[src/rtl/soc_pkg.sv]
// Shared constants and types for the RAM dump arbiter slice.
package soc_pkg;

    localparam int AW = 17;
    localparam int DW = 32;

    typedef enum logic [1:0] {
        IDLE,
        RUN,
        DONE
    } dump_state_t;

endpackage

[src/rtl/dump_out_reg.sv]
// Single-entry output register for the dump stream with valid/ready hold.
module dump_out_reg #(
    parameter int AW = soc_pkg::AW,
    parameter int DW = soc_pkg::DW
) (
    input  logic          clock,
    input  logic          nreset,
    input  logic          load,
    input  logic [DW-1:0] load_data,
    input  logic [AW-1:0] load_addr,
    input  logic          ready,
    output logic          valid,
    output logic [DW-1:0] data,
    output logic [AW-1:0] addr
);

    // Load a fresh word, otherwise hold until the downstream accepts it.
    always_ff @(posedge clock or negedge nreset) begin
        if (!nreset) begin
            valid <= 1'b0;
            data  <= '0;
            addr  <= '0;
        end else if (load) begin
            valid <= 1'b1;
            data  <= load_data;
            addr  <= load_addr;
        end else if (valid && ready) begin
            valid <= 1'b0;
        end
    end

endmodule

[src/rtl/ram_dump_arbiter.sv]
// Shares the data RAM between the core (absolute priority) and a dump
// engine that streams an address range out over valid/ready in idle cycles.
module ram_dump_arbiter #(
    parameter int AW = soc_pkg::AW,
    parameter int DW = soc_pkg::DW
) (
    input  logic          clock,
    input  logic          nreset,
    input  logic [AW-1:0] core_addr,
    input  logic          core_ren,
    input  logic          core_wen,
    input  logic [DW-1:0] core_wdata,
    output logic [DW-1:0] core_rdata,
    output logic [AW-1:0] ram_addr,
    output logic          ram_wen,
    output logic [DW-1:0] ram_wdata,
    input  logic [DW-1:0] ram_rdata,
    input  logic          dump_start,
    input  logic [AW-1:0] dump_first,
    input  logic [AW-1:0] dump_last,
    output logic          dump_busy,
    output logic          dump_done,
    output logic          out_valid,
    input  logic          out_ready,
    output logic [DW-1:0] out_data,
    output logic [AW-1:0] out_addr
);

    import soc_pkg::*;

    localparam logic [AW:0] ONE = (AW+1)'(1);

    dump_state_t   state;
    dump_state_t   state_next;
    logic [AW:0]   ptr;
    logic [AW:0]   rem;
    logic          inflight;
    logic [AW-1:0] issued_addr;
    logic          core_req;
    logic          issue;
    logic          range_ok;

    assign core_req   = core_ren | core_wen;
    assign range_ok   = (dump_last >= dump_first);
    assign core_rdata = ram_rdata;
    assign dump_busy  = (state != IDLE);
    assign dump_done  = (state == DONE);

    // ptr[AW] guards against the pointer ever running past the top address.
    assign issue = (state == RUN) && !core_req && !inflight &&
                   (!out_valid || out_ready) && (rem != '0) && !ptr[AW];

    // RAM port mux: core first, then dump read, else park on the core address.
    always_comb begin
        ram_addr  = core_addr;
        ram_wen   = 1'b0;
        ram_wdata = core_wdata;
        if (core_req) begin
            ram_wen = core_wen;
        end else if (issue) begin
            ram_addr = ptr[AW-1:0];
        end
    end

    // Dump sequencing: IDLE -> RUN -> DONE -> IDLE.
    always_comb begin
        state_next = state;
        case (state)
            IDLE: begin
                if (dump_start) begin
                    state_next = range_ok ? RUN : DONE;
                end
            end
            RUN: begin
                if ((rem == '0) && !inflight && (!out_valid || out_ready)) begin
                    state_next = DONE;
                end
            end
            DONE:    state_next = IDLE;
            default: state_next = IDLE;
        endcase
    end

    // State register.
    always_ff @(posedge clock or negedge nreset) begin
        if (!nreset) begin
            state <= IDLE;
        end else begin
            state <= state_next;
        end
    end

    // Range latch at start, then pointer/remaining-count stepping per issued read.
    always_ff @(posedge clock or negedge nreset) begin
        if (!nreset) begin
            ptr         <= '0;
            rem         <= '0;
            inflight    <= 1'b0;
            issued_addr <= '0;
        end else begin
            inflight <= issue;
            if ((state == IDLE) && dump_start && range_ok) begin
                ptr <= {1'b0, dump_first};
                rem <= {1'b0, dump_last} - {1'b0, dump_first} + ONE;
            end else if (issue) begin
                ptr         <= ptr + ONE;
                rem         <= rem - ONE;
                issued_addr <= ptr[AW-1:0];
            end
        end
    end

    dump_out_reg #(
        .AW(AW),
        .DW(DW)
    ) u_out_reg (
        .clock     (clock),
        .nreset    (nreset),
        .load      (inflight),
        .load_data (ram_rdata),
        .load_addr (issued_addr),
        .ready     (out_ready),
        .valid     (out_valid),
        .data      (out_data),
        .addr      (out_addr)
    );

endmodule

[config.mk]
export PLATFORM = sky130hd
export DESIGN_NAME = ram_dump_arbiter
export DESIGN_NICKNAME = d
export VERILOG_FILES = /design/src/rtl/soc_pkg.sv /design/src/rtl/dump_out_reg.sv /design/src/rtl/ram_dump_arbiter.sv
export SDC_FILE = /design/constraint.sdc
export NUM_CORES = 1
export LEC_CHECK = 0
export BUFFER_PORTS_ARGS = -buffer_cell sky130_fd_sc_hd__buf_4
export CORE_MARGIN = 2
export CORE_UTILIZATION = 35
export DETAILED_ROUTE_END_ITERATION = 7
export GPL_ROUTABILITY_DRIVEN = 0
export MAX_ROUTING_LAYER = met4
export PLACE_DENSITY_LB_ADDON = 0.3
export SLEW_MARGIN = 5
export SYNTH_ARGS = -nofsm -noshare
export SYNTH_HDL_FRONTEND = slang
export SYNTH_SLANG_ARGS = --single-unit
[constraint.sdc]
create_clock -name clock -period 2.95 [get_ports clock]
set_input_delay 0.295 -clock clock [delete_from_list [all_inputs] [get_ports clock]]
set_output_delay 0.295 -clock clock [all_outputs]
set_load 0.005 [all_outputs]
### Yosys cells after proc, flatten, opt, wreduce, memory -nomap -nowiden

Cells that the tools add are included.

| word-level totals | value |
|---|---|
| register bits | 106 |
| bits of input ports | 121 |
| output and inout bits | 134 |
| word-level logic and storage cells | 55 |

| cells by class | value |
|---|---|
| $add $sub $neg | 4 |
| order comparisons | 1 |
| eq/ne operators | 4 |
| mux-type cells | 13 |
| bitwise logic cells | 2 |
| reduce and logical (&&, ||, !) cells | 23 |

Operators with widths:

| operator | count |
|---|---|
| $mux 18 | 4 |
| $add 18x1->18 const B | 2 |
| $mux 17 | 2 |
| $logic_not 18->1 | 1 |
| $reduce_bool 18->1 | 1 |
| $sub 17x17->18 | 1 |
| $sub 18x1->18 const B | 1 |
| $ge 17x17->1 | 1 |
| $logic_and 1x1->1 | 10 |
| $mux 2 | 3 |
| $reduce_bool 2->1 | 3 |
| $logic_not 1->1 | 4 |
| $pmux 2 s2 | 1 |
| $reduce_and 2->1 | 2 |
| $mux 1 | 3 |
| $eq 2x1->1 const B | 1 |
| $eq 2x2->1 const B | 1 |
| $logic_not 2->1 | 1 |
| $ne 2x1->1 const B | 1 |
| $ne 2x2->1 const B | 1 |
| $logic_or 1x1->1 | 1 |
| $not 1->1 | 1 |
| $or 1x1->1 | 1 |

### Longest topological paths before layout

| logic depth | value |
|---|---|
| word-level depth | 9 |
| mapped depth | 11 |

### By module

From an unflattened synthesis, not the netlist that was laid out.

| unflattened totals | value |
|---|---|
| cells, all modules | 673 |
| area total of the unflattened synthesis | 6832.8 µm² |

By module, submodules not included:

| module | times used | cells each | area an instance (µm²) | seq. area each (µm²) |
|---|---|---|---|---|
| ram_dump_arbiter | 1 | 566 | 4723.3 | 1401.3 |
| dump_out_reg | 1 | 107 | 2109.5 | 1251.2 |

### Worst setup path after synthesis

OpenSTA, ideal clock, no wires.

| timing | value |
|---|---|
| kind | register to output |
| start | reg rem[0] |
| end | out ram_addr[10] |
| arrival | 2192 ps |
| setup slack | 463 ps |
| stages on the path, launching flop included | 11 |
| path buffers | 3 |
| cells stage by stage | dfrtp_1 inv_1 ha_1 or3b_4 or4_4 o21ai_2 buf_4 buf_4 buf_4 nand2_1 nand2_1 |

| on the way | value |
|---|---|
| word-level cells in the longest chain between the ends | 5 |

RTL lines:

| element | RTL line | text |
|---|---|---|
| start, declared | ram_dump_arbiter.sv:36 | `logic [AW:0] rem;` |
| start signal, assigned | ram_dump_arbiter.sv:104 | `rem <= {1'b0, dump_last} - {1'b0, dump_first} + ONE;` |
| start signal, assigned | ram_dump_arbiter.sv:107 | `rem <= rem - ONE;` |
| $reduce_bool 18->1 | ram_dump_arbiter.sv:51 | `(!out_valid \|\| out_ready) && (rem != '0) && !ptr[AW];` |
| $logic_and 1x1->1 (2 in a row) | ram_dump_arbiter.sv:51 |  |
| $mux 17 | ram_dump_arbiter.sv:60 | `end else if (issue) begin` |
| $mux 17 | ram_dump_arbiter.sv:58 | `if (core_req) begin` |
| end, declared | ram_dump_arbiter.sv:14 | `output logic [AW-1:0] ram_addr,` |

No other way between the ends.

### Worst setup path in the final report

| timing | value |
|---|---|
| start | reg rem[0] |
| end | out ram_addr[2] |

The elaborated chain is that of the path after synthesis.

==> impl_metrics.ini <==
[logic_synthesis]
ys.flop_type = dfrtp_1
ys_types = 60
synthesis.area_sq_um = 6700
synth_area_per_cell_sq_um = 9.68
synth_area_leader_cell = dfrtp_1
synth_warnings = 0
synth.area.top_cells = dfrtp_1 40%, mux2_2 8.2%, buf_4 7.5%
syn_inst = 692
synth_edf_count = 0
synthArstFlopShare = 1.00
synth_nets = 858
synth_top_area_share = 0.396
ys_seq_area_frac = 0.396
ys_ff_latch = 106

[floorplan]
start_util = 0.357
pin_count = 255
core_area_sq_um = 18800
placement_rows = 50
die_x_um = 142
die_h_um = 142
dieArea_sq_um = 20300

[global_routing]
antenna_found_initial = 0
grt_max_degree = 58
grt_pass1_wl_mm = 27.2
grt_pass1_vias = 5162
grt_usage = 0.177
overflow = 0

[worst_setup_path]
critPathArrivalTime_ns = 2.63
r2r_end = ptr[5]$_DFFE_PN0P_
worstSetupEndpointType = output pin
reg2reg_setup_slack_ns = 0.26
r2r_start = rem[0]$_DFFE_PN0P_
cp_cell_sequence = inv_1 > ha_1 > or3b_4 > or4_4 > o21ai_4 > buf_4 > clkbuf_16 > nand2_1 > nand2_1 > buf_4
reg2regPathDepth = 11
cpPeakStageDelay_ns = 0.47
worst-setup-path-type = flip-flop to output pin
cp-start-kind = flip-flop
cp_max_fo = 14
required_ns = 2.65
cp_slowest_cell = or4_4

[pwr]
power.share.sequential = 0.420
p_clk_frac = 0.184
p_per_area_nw_per_um2 = 740
static-leakage-power_nw = 4.09
swShare = 0.343
ir_drop_mv = 0.326
finalPower_mw = 6.25
comb_power_share = 0.397
switchingPower_mw = 2.15
intPower_mw = 4.11

[routing]
drc = 0
routed_via_density = 5.18
detail_route.first_pass.iterations = 5
drt_iter0_markers = 311
routed_wl_mm = 18.0
via_count = 5528
ant_nets = 0
avgRoutedWirePerCell_um = 16.9

[clock_tree]
clock_latency_ns = 0.36
numCtsBuffers = 9
clock_path_buffers = 2
cts_root_buf = clkbuf_16
clk_pin_slew_worst_paths_ns = 0.08
cts_tree = done
cts.htree.levels = 3
clkSinkCount = 106

[final_layout]
nFillCells = 1826
utilization = 0.450
syn_to_final_growth_pct = 26.1
layout.nets = 995
diodes = 0
stdcell_count = 1067
drive_above_1_share = 0.365
fin_area_sq_um = 8450

[sta]
slew_headroom = 0.509
clock_skew_ns = 0.0123
setup_slack_ns = 0.0243
setup_viol = 0
hold_viol_final = 0
hold_ws_ns = 0.172
rsz0062_at_grt = yes
report.final.slew_viol_count = 0
min_period_ns = 2.93
max_freq_mhz = 342
tightest_slew_ns = 0.732
fin_crit_sh = 0.992
setup_tns_ns = 0

[placed_design]
place_inst = 1039
port_buffers = 190
hpwl_mm = 13.6
place_ws_ns = 0.204
placed_area_sq_um = 7980

[hold_path]
hold_path_depth = 2
hp-class = input port to flip-flop
hp-start = dump_first[3]
holdPathEnd = ptr[3]$_DFFE_PN0P_

[status]
run_status = finished, final reports clean

[job]
drv_cap = 0
[power by group through the flow]
stage	sequential [mW]	clock, mW	combinational (mW)
6_report	2.62	1.15	2.48
5_1_grt	2.72	1.25	2.74
4_1_cts	2.61	1.18	2.43
3_5_place_dp	2.65	0	2.39
3_3_place_gp	2.63	0	2.35
2_1_floorplan	2.54	0	1.39
[area by class of cell]
class,instances,area [sq um],share of cell area
multi-input cells,458,3340,0.396
flip-flops and latches,106,2650,0.314
repair buffers,218,1750,0.207
well taps,234,293,0.0347
clock buffers,9,225,0.0267
inverters,36,140,0.0166
clock inverters,6,50.0,0.00592
[cells in the final DEF (no fill, tap or decap), types with 4 or more instances in the layout]
master / Yosys / routed
nand4_1: 8 / 8
clkbuf_16: 0 / 12
a31oi_1: 4 / 4
a221o_1: 15 / 15
a211oi_1: 5 / 5
nor3_1: 13 / 13
buf_4: 67 / 209
buf_12: 0 / 4
xnor2_1: 13 / 13
nor4_1: 12 / 12
nor2b_1: 5 / 5
ha_1: 37 / 37
and3_1: 5 / 5
o21ai_0: 30 / 30
o21a_1: 4 / 4
mux2i_1: 7 / 7
mux2_2: 49 / 49
fa_1: 8 / 8
nand3_1: 10 / 10
o21ai_1: 9 / 8
nor2_1: 18 / 18
nor3b_1: 7 / 7
inv_1: 35 / 35
xor2_1: 13 / 13
or4_1: 5 / 5
a21oi_1: 22 / 22
dfrtp_1: 106 / 105
nand2_2: 0 / 13
nand2_1: 115 / 102
o211ai_1: 5 / 5
[timing repair]
action,CTS,global route
setup endpoints to repair,15,17
hold buffers,1,0
gates cloned,0,3
pin swaps,1,1
gates resized for setup,2,14
endpoints found under the hold margin,45,0
buffers inserted,2,7
[state kept, by name (all words and copies together), names as in the netlist]
name / flops
issued_addr: 17
inflight: 1
u_out_reg.valid: 1
u_out_reg.data: 32
u_out_reg.addr: 17
ptr: 18
rem: 18
state: 2
[logic make-up after synthesis]
| kind of cell | synth area share |
|---|---|
| AOI/OAI and AO/OA | 0.120 |
| xor gates and xnor gates | 0.0340 |
| adders and majority gates | 0.0930 |
| buffers and inverters | 0.113 |
| DFF | 0.396 |
| muxes | 0.0928 |
| and+or+nand+nor | 0.152 |
[per-layer routing]
metal	GRT usage	part of all wire
met3	0.0357	0.074
met1	0.236	0.45
met5	-	0
met2	0.277	0.46
met4	0.0443	0.012
[cell usage after synthesis, drive strengths merged, types with 7 or more instances]
cell type	count
nand2	115
dfrtp	106
buf	82
mux2	49
o21ai	40
ha	37
inv	36
a21oi	22
nor2	18
a221o	15
nor3	13
nor4	13
xnor2	13
xor2	13
clkbuf	10
nand3	10
fa	8
nand4	8
mux2i	7
nor3b	7
[worst max path at each step]
stage	end	cells after the start	slack, ns	start
6_report	ram_addr[2]	10	0.02	rem[0]$_DFFE_PN0P_
5_1_grt	ram_addr[7]	10	-0.07	rem[0]$_DFFE_PN0P_
4_1_cts	ram_addr[4]	10	0.01	rem[0]$_DFFE_PN0P_
3_5_place_dp	rem[15]$_DFFE_PN0P_	11	0.20	dump_first[3]
3_3_place_gp	rem[12]$_DFFE_PN0P_	11	0.22	dump_first[2]
2_1_floorplan	ram_addr[10]	10	0.46	rem[0]$_DFFE_PN0P_
[worst max-delay path: cells and delay by family (launching register included)]
family / cells / cell delay, ns
adder cells (fa/ha/maj): 1 / 0.15
buffers and inverters: 4 / 0.53
AO/OA/AOI/OAI: 1 / 0.22
flip-flops: 1 / 0.38
AND/OR/NAND/NOR: 4 / 0.99
(Power assumes the default switching activity.)
